[src/rtl/multiplicador_pkg.sv]
// Shared definitions for the shift-and-add multiplier sequencer:
// adder Control codes and the sequencer state encoding.
package multiplicador_pkg;

    // Control codes understood by the external ANCHO-bit adder
    localparam logic [3:0] CTRL_SUMA   = 4'b1000;
    localparam logic [3:0] CTRL_LIMPIA = 4'b0010;
    localparam logic [3:0] CTRL_NOP    = 4'b0000;

    typedef enum logic [2:0] {
        IDLE  = 3'd0,
        CLEAR = 3'd1,
        ADD   = 3'd2,
        SHIFT = 3'd3,
        DONE  = 3'd4
    } estado_t;

    // True while a multiplication is in flight
    function automatic logic es_ocupado(input estado_t e);
        return (e == CLEAR) || (e == ADD) || (e == SHIFT);
    endfunction

endpackage

[src/rtl/control_multiplicador_registro_producto.sv]
// Combined {carry, acc, mr} register of the shift-and-add multiplier.
// The FSM selects one action per cycle: load the multiplier operand,
// load the adder result into {carry, acc}, or shift the whole chain right.
module registro_producto #(
    parameter int ANCHO = 8
) (
    input  logic               clk,
    input  logic               rst_n,
    input  logic               i_cargar,
    input  logic [ANCHO-1:0]   i_mr,
    input  logic               i_sumar,
    input  logic [ANCHO-1:0]   i_suma,
    input  logic               i_cout,
    input  logic               i_desplazar,
    output logic [ANCHO-1:0]   o_acc,
    output logic               o_mr_lsb,
    output logic [2*ANCHO-1:0] o_prod_sig
);

    logic [ANCHO-1:0] r_acc;
    logic [ANCHO-1:0] r_mr;
    logic             r_carry;

    logic [ANCHO-1:0] w_acc_sig;
    logic [ANCHO-1:0] w_mr_sig;

    // Value of {acc, mr} after one right shift with the carry entering at the top
    assign w_acc_sig  = {r_carry, r_acc[ANCHO-1:1]};
    assign w_mr_sig   = {r_acc[0], r_mr[ANCHO-1:1]};
    assign o_prod_sig = {w_acc_sig, w_mr_sig};
    assign o_acc      = r_acc;
    assign o_mr_lsb   = r_mr[0];

    // Register update: operand load, partial-sum capture or shift (mutually exclusive)
    always_ff @(posedge clk or negedge rst_n) begin
        if (!rst_n) begin
            r_acc   <= '0;
            r_mr    <= '0;
            r_carry <= 1'b0;
        end else if (i_cargar) begin
            r_mr    <= i_mr;
        end else if (i_sumar) begin
            r_acc   <= i_suma;
            r_carry <= i_cout;
        end else if (i_desplazar) begin
            r_acc   <= w_acc_sig;
            r_mr    <= w_mr_sig;
            r_carry <= 1'b0;
        end
    end

endmodule

[src/rtl/control_multiplicador.sv]
// Sequencer for an unsigned shift-and-add multiplier built around an
// external ANCHO-bit adder. Captures operands on start, walks ANCHO
// ADD/SHIFT iterations and publishes a 2*ANCHO-bit product with a
// one-cycle done pulse.
module control_multiplicador
    import multiplicador_pkg::*;
#(
    parameter int ANCHO = 8
) (
    input  logic               clk,
    input  logic               rst_n,
    input  logic               start,
    input  logic [ANCHO-1:0]   multiplicando,
    input  logic [ANCHO-1:0]   multiplicador,
    output logic               busy,
    output logic               done,
    output logic [2*ANCHO-1:0] producto,
    output logic [ANCHO-1:0]   sum_a,
    output logic [ANCHO-1:0]   sum_b,
    output logic               sum_cin,
    output logic [3:0]         sum_control,
    input  logic [ANCHO-1:0]   sum_res,
    input  logic               sum_cout
);

    localparam int CNT_W = $clog2(ANCHO + 1);

    estado_t            r_estado;
    estado_t            w_estado_sig;
    logic [ANCHO-1:0]   r_md;
    logic [CNT_W-1:0]   r_cnt;
    logic [2*ANCHO-1:0] r_producto;

    logic               w_aceptar;
    logic               w_sumar;
    logic               w_desplazar;
    logic               w_ultima;
    logic [3:0]         w_control;
    logic [ANCHO-1:0]   w_acc;
    logic               w_mr_lsb;
    logic [2*ANCHO-1:0] w_prod_sig;

    registro_producto #(
        .ANCHO (ANCHO)
    ) u_registro (
        .clk         (clk),
        .rst_n       (rst_n),
        .i_cargar    (w_aceptar),
        .i_mr        (multiplicador),
        .i_sumar     (w_sumar),
        .i_suma      (sum_res),
        .i_cout      (sum_cout),
        .i_desplazar (w_desplazar),
        .o_acc       (w_acc),
        .o_mr_lsb    (w_mr_lsb),
        .o_prod_sig  (w_prod_sig)
    );

    assign w_ultima = (r_cnt == CNT_W'(1));

    // State register
    always_ff @(posedge clk or negedge rst_n) begin
        if (!rst_n) begin
            r_estado <= IDLE;
        end else begin
            r_estado <= w_estado_sig;
        end
    end

    // Next state, adder Control code and datapath strobes
    always_comb begin
        w_estado_sig = r_estado;
        w_control    = CTRL_NOP;
        w_aceptar    = 1'b0;
        w_sumar      = 1'b0;
        w_desplazar  = 1'b0;
        case (r_estado)
            IDLE: begin
                if (start) begin
                    w_aceptar    = 1'b1;
                    w_estado_sig = CLEAR;
                end
            end
            CLEAR: begin
                // The adder returns zero on this code, which zeroes {carry, acc}
                w_control    = CTRL_LIMPIA;
                w_sumar      = 1'b1;
                w_estado_sig = ADD;
            end
            ADD: begin
                // On NOP the adder output is stale, so it is only captured on a real add
                if (w_mr_lsb) begin
                    w_control = CTRL_SUMA;
                    w_sumar   = 1'b1;
                end
                w_estado_sig = SHIFT;
            end
            SHIFT: begin
                w_desplazar  = 1'b1;
                w_estado_sig = w_ultima ? DONE : ADD;
            end
            DONE: begin
                if (start) begin
                    w_aceptar    = 1'b1;
                    w_estado_sig = CLEAR;
                end else begin
                    w_estado_sig = IDLE;
                end
            end
            default: begin
                w_estado_sig = IDLE;
            end
        endcase
    end

    // Multiplicand capture, iteration counter and product register
    always_ff @(posedge clk or negedge rst_n) begin
        if (!rst_n) begin
            r_md       <= '0;
            r_cnt      <= '0;
            r_producto <= '0;
        end else begin
            if (w_aceptar) begin
                r_md  <= multiplicando;
                r_cnt <= CNT_W'(ANCHO);
            end
            if (w_desplazar) begin
                r_cnt <= r_cnt - CNT_W'(1);
                if (w_ultima) begin
                    r_producto <= w_prod_sig;
                end
            end
        end
    end

    assign busy        = es_ocupado(r_estado);
    assign done        = (r_estado == DONE);
    assign producto    = r_producto;
    assign sum_a       = w_acc;
    assign sum_b       = r_md;
    assign sum_cin     = 1'b0;
    assign sum_control = w_control;

endmodule

[config.mk]
export PLATFORM = sky130hd
export DESIGN_NAME = control_multiplicador
export DESIGN_NICKNAME = d
export VERILOG_FILES = /design/src/rtl/multiplicador_pkg.sv /design/src/rtl/control_multiplicador_registro_producto.sv /design/src/rtl/control_multiplicador.sv
export SDC_FILE = /design/constraint.sdc
export NUM_CORES = 1
export LEC_CHECK = 0
export CORE_MARGIN = 2
export CORE_UTILIZATION = 47
export DETAILED_ROUTE_END_ITERATION = 12
export PLACE_DENSITY = 0.89
export SLEW_MARGIN = 10
export SYNTH_ARGS = -nofsm -noshare
export SYNTH_HDL_FRONTEND = slang
export SYNTH_SLANG_ARGS = --single-unit
[constraint.sdc]
create_clock -name clk -period 1.95 [get_ports clk]
set_clock_uncertainty 0.05 [all_clocks]
set_input_delay 0.195 -clock clk [delete_from_list [all_inputs] [get_ports clk]]
set_output_delay 0.195 -clock clk [all_outputs]
set_load 0.01 [all_outputs]
==> results.toml, run 1 <==
[power]
peakVddDrop_v = 0.000877
p_per_area_nw_per_um2 = 1690
p_leak_nw = 1.45

[placed_design]
port_buffers = 63
post-dp-hpwl_mm = 3.31
dpl_cell_area_um2 = 2940
dp_cells = 325
place.gp.congestion = 0.827

[die]
fp.coreArea_um2 = 4720
initial_core_util_pct = 48.8
die_area_um2 = 5480
io_pins = 67
die_h_um = 74.0
die_x_um = 74.0
placementRows = 25

[cts]
cts-root-buf = "clkbuf_8"
cts_max_level = 2
tritoncts = "yes"
clockBufferDepth = 2
clk_pin_slew_ns = 0.08
cts_sinks = 48
cts_made_buffers = 5
insertion_delay_ns = 0.29

[global_route]
grt.overflow.total = 0
met3_usage_pct = 5.28
antenna_found_initial = 0
grt_max_degree = 49
grt_pass1_vias = 1640
met1_usage_pct = 24.0
use_met2_pct = 29.5
busiest_layer = "met2"
grt_pass1_wl_mm = 7.72
grt_usage_pct = 18.3

[sta]
finalHoldViolations = 0
clock.fmax_ghz = 0.534
setup_viol = 0
hold_slack_ns = 0.376
slew_violations = 0
slew_headroom_pct = 60.7
rsz0062_at_grt = "no"
tightest_slew_ns = 0.589
tns_ns = 0
finalWorstPathRequiredPeriod_ns = 1.87
fin_crit_sh_pct = 96.1

[setup_path]
max_stage_delay_ns = 0.53
cp_max_fo = 9
worstPathCellList = "nor2_4, and2_1, clkdlybuf4s50_1"
cp-start-kind = "register"
crit_arrival_ns = 1.63
crit_family = "buffers and inverters"
required_ns = 1.70
path_class = "reg2out"
critPathBufInv = 1
cp_slowest_cell = "clkdlybuf4s50_1"
crit_path_end_kind = "output port"

[routing]
wl_per_cell_um = 14.2
vias = 1751
ant_nets = 0
via_per_inst = 5.10
firstDrtPassIters = 4
drc = 0
drt_first_iter_violations = 136
drt_wl_total_mm = 4.88

[layout]
fin_area_um2 = 3140
diodes = 0
drive_gt1_share_pct = 21.7
fin_cells = 343
final_common_cell = "clkdlybuf4s50_1"
layout_common_cells = "62 x clkdlybuf4s50_1, 45 x dfrtp_1, 32 x nand2_1"
post-route-util_pct = 66.5
fin_nets = 305
syn2layout_area_growth_pct = 36.4
seqCellArea_um2 = 1200
multi_input_area_um2 = 915
fillers = 371

[synth]
synth_edf_count = 0
yosys.area.top_type = "dfrtp_1"
ys.flop_type = "dfrtp_1"
syn_area_per_cell_um2 = 11.1
yosysSeqAreaShare_pct = 52.1
synthCells = 207
synth-seq-cells = 48
synth_area_leaders = "dfrtp_1 52%, mux2_4 5.9%, nand2_1 5.2%, mux2i_1 4.3%, buf_4 3.9%"
yosysWarningCount = 0
synth_top_area_share_pct = 52.1
ys_async_sr_fraction_pct = 100
ys_types = 34
synth.cell_area_um2 = 2300

[status]
outcome = "finished clean"

[flow_run]
max-cap-violations = 0

[worst_hold_path]
hp-class = "in2reg"
[registers in the layout, indices dropped and copies added, names as in the netlist]
| register | count |
|---|---|
| producto | 16 |
| r_cnt | 4 |
| r_estado | 3 |
| sum_b | 8 |
| u_registro.o_acc | 8 |
| u_registro.r_carry | 1 |
| u_registro.r_mr | 8 |
[worst reg2reg max path, delay by kind of cell (launching register included)]
family	cells	cell delay [ns]
AO/OA/AOI/OAI	1	0.08
buffers and inverters	1	0.17
flip-flops	1	0.51
AND/OR/NAND/NOR	2	0.72
[cells by family (layout without fill, tap and decap cells)]
logic type	count (synthesis)	in the layout	share of synthesized area [%]
other	1	3	0.163
AND/OR/NAND/NOR	53	53	11.3
multiplexers	26	26	13.6
adder cells (fa/ha/maj)	2	2	1.09
buffers and inverters	38	105	9.07
AO/OA/AOI/OAI	39	39	12.6
flip-flops	48	48	52.1
[synth_stat cells, types with 7 or more instances]
| library cell | number |
|---|---|
| nand2_1 | 32 |
| buf_4 | 12 |
| mux2i_1 | 10 |
| o221a_2 | 8 |
| mux2_4 | 9 |
| inv_1 | 12 |
| o32a_1 | 8 |
| o21ai_0 | 9 |
| a21oi_1 | 10 |
| mux2_2 | 7 |
| dfrtp_1 | 48 |
[final cells by class]
cell class	count	area share [%]
clock buffer	6	2.31
clock inverter	2	1.11
inverter	13	1.55
multi-input combinational	123	29.1
sequential	48	38.3
tap	67	2.67
timing repair buffer	84	24.9
[power breakdown]
part | switching [mW] | internal, mW | total, mW
clock | 0.309 | 0.380 | 0.690
combinational | 1.07 | 1.63 | 2.71
sequential | 0.408 | 1.50 | 1.91
[worst paths after layout]
check                      slack [ns]                    start                      end  cells past startpoint
min in group asynchronous        0.47                    rst_n  producto[8]$_DFFE_PN0P_                      3
min reg2reg                      0.43     sum_b[6]$_DFFE_PN0P_     sum_b[6]$_DFFE_PN0P_                      2
max in group asynchronous        0.94                    rst_n  r_estado[0]$_DFFE_PN0P_                      3
max                              0.08  r_estado[1]$_DFFE_PN0P_                     done                      3
max reg2reg                      0.29  r_estado[1]$_DFFE_PN0P_     r_cnt[0]$_DFFE_PN0P_                      4
min                              0.38         multiplicando[7]     sum_b[7]$_DFFE_PN0P_                      3
[metal layers]
layer	up-vias	part of all wire (%)
li1	840	-
met1	839	43
met2	64	50
met3	8	6.0
met4	0	0.86
met5	-	0
[what timing repair did]
item,CTS,global route
setup endpoints to repair,4,3
buffers inserted,0,9
resized for setup,3,3
endpoints found under the hold margin,48,0
hold buffers,1,0
[metrics by stage]
step	power, mW	setup WS (ns)
after detailed placement	4.47	0.213
after CTS	5.20	0.00668
final	5.31	0.0763
after floorplan	3.48	0.352
after global placement	4.39	0.279
after global routing	5.71	0.0126
Power figures use the tool's default switching activity.
==> inputs of run 2 (changes only) <==
GPL_TIMING_DRIVEN = 0   (was default)
PLACE_DENSITY = 0.75   (was 0.89)
SLEW_MARGIN = 20   (was 10)
==> run 2 against run 1 <==
  * Hold slack lost 0.050 ns
  * Sequential share of layout area shrank 0.23 points
  * Utilization up 0.19 points
  * Final cell count is 1.2% higher
  * Largest power group unchanged
  * Clock power shrank 19%
  * Register-to-register slack got worse by 0.06 ns
  * Power down 3.4%
==> results.toml, run 2 (synthesis gave the netlist of run 1 again) <==
[layout]
fin_nets = 310
drive_gt1_share_pct = 20.4
diodes = 0
syn2layout_area_growth_pct = 36.8
fillers = 387
largest_register_ffs = 16
post-route-util_pct = 66.7
final_common_cell = "clkdlybuf4s50_1"
layout_common_cells = "58 x clkdlybuf4s50_1, 48 x dfrtp_1, 32 x nand2_1"

[cts]
clk_pin_slew_ns = 0.09
post-cts-setup-buffers = 0
cts_sinks = 48
cts_made_buffers = 5
cts_max_level = 2
tritoncts = "yes"
insertion_delay_ns = 0.30
clockBufferDepth = 2
cts-root-buf = "clkbuf_8"

[sta]
slew_violations = 0
finalHoldViolations = 0
finalWorstPathRequiredPeriod_ns = 1.77
clock.fmax_ghz = 0.566
rsz0062_at_grt = "no"
slew_headroom_pct = 55.6
tightest_slew_ns = 0.663
fin_crit_sh_pct = 90.6
hold_slack_ns = 0.326
setup_viol = 0

[global_route]
grt.overflow.total = 0
grt_usage_pct = 18.7
grt_pass1_vias = 1688
grt_pass1_wl_mm = 7.88
grt_max_degree = 31
antenna_found_initial = 0

[status]
outcome = "finished clean"

[setup_path]
cp-start-kind = "register"
crit_path_end_kind = "output port"
cp_max_fo = 10
required_ns = 1.70
crit_arrival_ns = 1.52
path_class = "reg2out"

[die]
placementRows = 25
die_x_um = 74.0
die_h_um = 74.0
io_pins = 67
die_area_um2 = 5480
fp.coreArea_um2 = 4720
initial_core_util_pct = 48.8

[placed_design]
post-dp-hpwl_mm = 3.42
place.gp.congestion = 0.748
port_buffers = 63

[routing]
wl_per_cell_um = 13.6
drt_first_iter_violations = 154
via_per_inst = 4.99
drt_wl_total_mm = 4.70
firstDrtPassIters = 4
vias = 1731
drc = 0
ant_nets = 0

[power]
peakVddDrop_v = 0.000826
p_leak_nw = 1.48
p_per_area_nw_per_um2 = 1630

[flow_run]
max-cap-violations = 0

[worst_hold_path]
hp-class = "in2async"
==> run 2: critical path, stage by stage (launching register included) <==
cell and delay [ns]:
dfrtp_1 0.37, buf_4 0.16, nand2b_1 0.13, buf_2 0.18, nor2_1 0.11, dlygate4sd2_1 0.27
==> run 2: repair_timing <==
action / 4_1_cts / 5_1_grt
endpoints found under the setup margin: 4 / 1
hold endpoints to repair: 18 / 0
hold buffers: 1 / 0
pin swaps: 0 / 0
resized for setup: 13 / 1
==> run 2: area by class of cell <==
cell class | instances | area [µm²] | share of cell area (%)
Timing Repair Buffer | 65 | 654 | 20.8
Sequential cell | 48 | 1200 | 38.1
Clock buffer | 6 | 72.6 | 2.30
Tap cell | 67 | 83.8 | 2.66
Clock inverter | 1 | 5.00 | 0.159
Buffer | 24 | 176 | 5.60
Multi-Input combinational cell | 123 | 910 | 28.9
Inverter | 13 | 48.8 | 1.55
==> run 2: path summary, 6_finish.rpt <==
check | endpoint | slack, ns | depth (start not counted) | start
setup reg to reg | producto[9]$_DFFE_PN0P_ | 0.23 | 6 | r_estado[2]$_DFFE_PN0P_
hold reg to reg | sum_b[3]$_DFFE_PN0P_ | 0.43 | 2 | sum_b[3]$_DFFE_PN0P_
max in group asynchronous | producto[4]$_DFFE_PN0P_ | 1.01 | 3 | rst_n
hold / removal | producto[8]$_DFFE_PN0P_ | 0.33 | 2 | rst_n
min in group clk | sum_b[1]$_DFFE_PN0P_ | 0.37 | 3 | multiplicando[1]
setup / recovery | sum_control[3] | 0.18 | 5 | r_estado[0]$_DFFE_PN0P_
==> run 2: power breakdown <==
| part | internal [mW] | switching [mW] | leakage (nW) | total (mW) |
|---|---|---|---|---|
| clock network | 0.244 | 0.311 | 0.0410 | 0.556 |
| registers | 1.50 | 0.340 | 0.581 | 1.84 |
| logic | 1.62 | 1.11 | 0.855 | 2.73 |
| total | 3.37 | 1.76 | 1.48 | 5.13 |
==> run 2: per-stage QoR <==
stage          area [µm²]  std cells  setup TNS, ns  setup WS (ns)  total power [mW]
2_1_floorplan        2310        209              0          0.352              3.48
3_3_place_gp         3030        339         -36.42         -0.760              4.51
3_5_place_dp         3040        340        -0.0647        -0.0337              4.57
4_1_cts              3150        348              0         0.0103              5.18
5_1_grt              3150        347              0          0.105              5.51
6_report             3150        347              0          0.183              5.13
==> run 2: routing by layer <==
layer / global-route usage (%) / wire [µm]
met1: 24.8 / 2140
met2: 30.5 / 2210
met3: 5.15 / 307
met4: 5.25 / 44
met5: 0 / 0
==> inputs of run 3 (changes only) <==
TNS_END_PERCENT = 20   (was default)
==> results of run 3 <==
The final DEF is identical to that of run 2; final timing and power are the same.
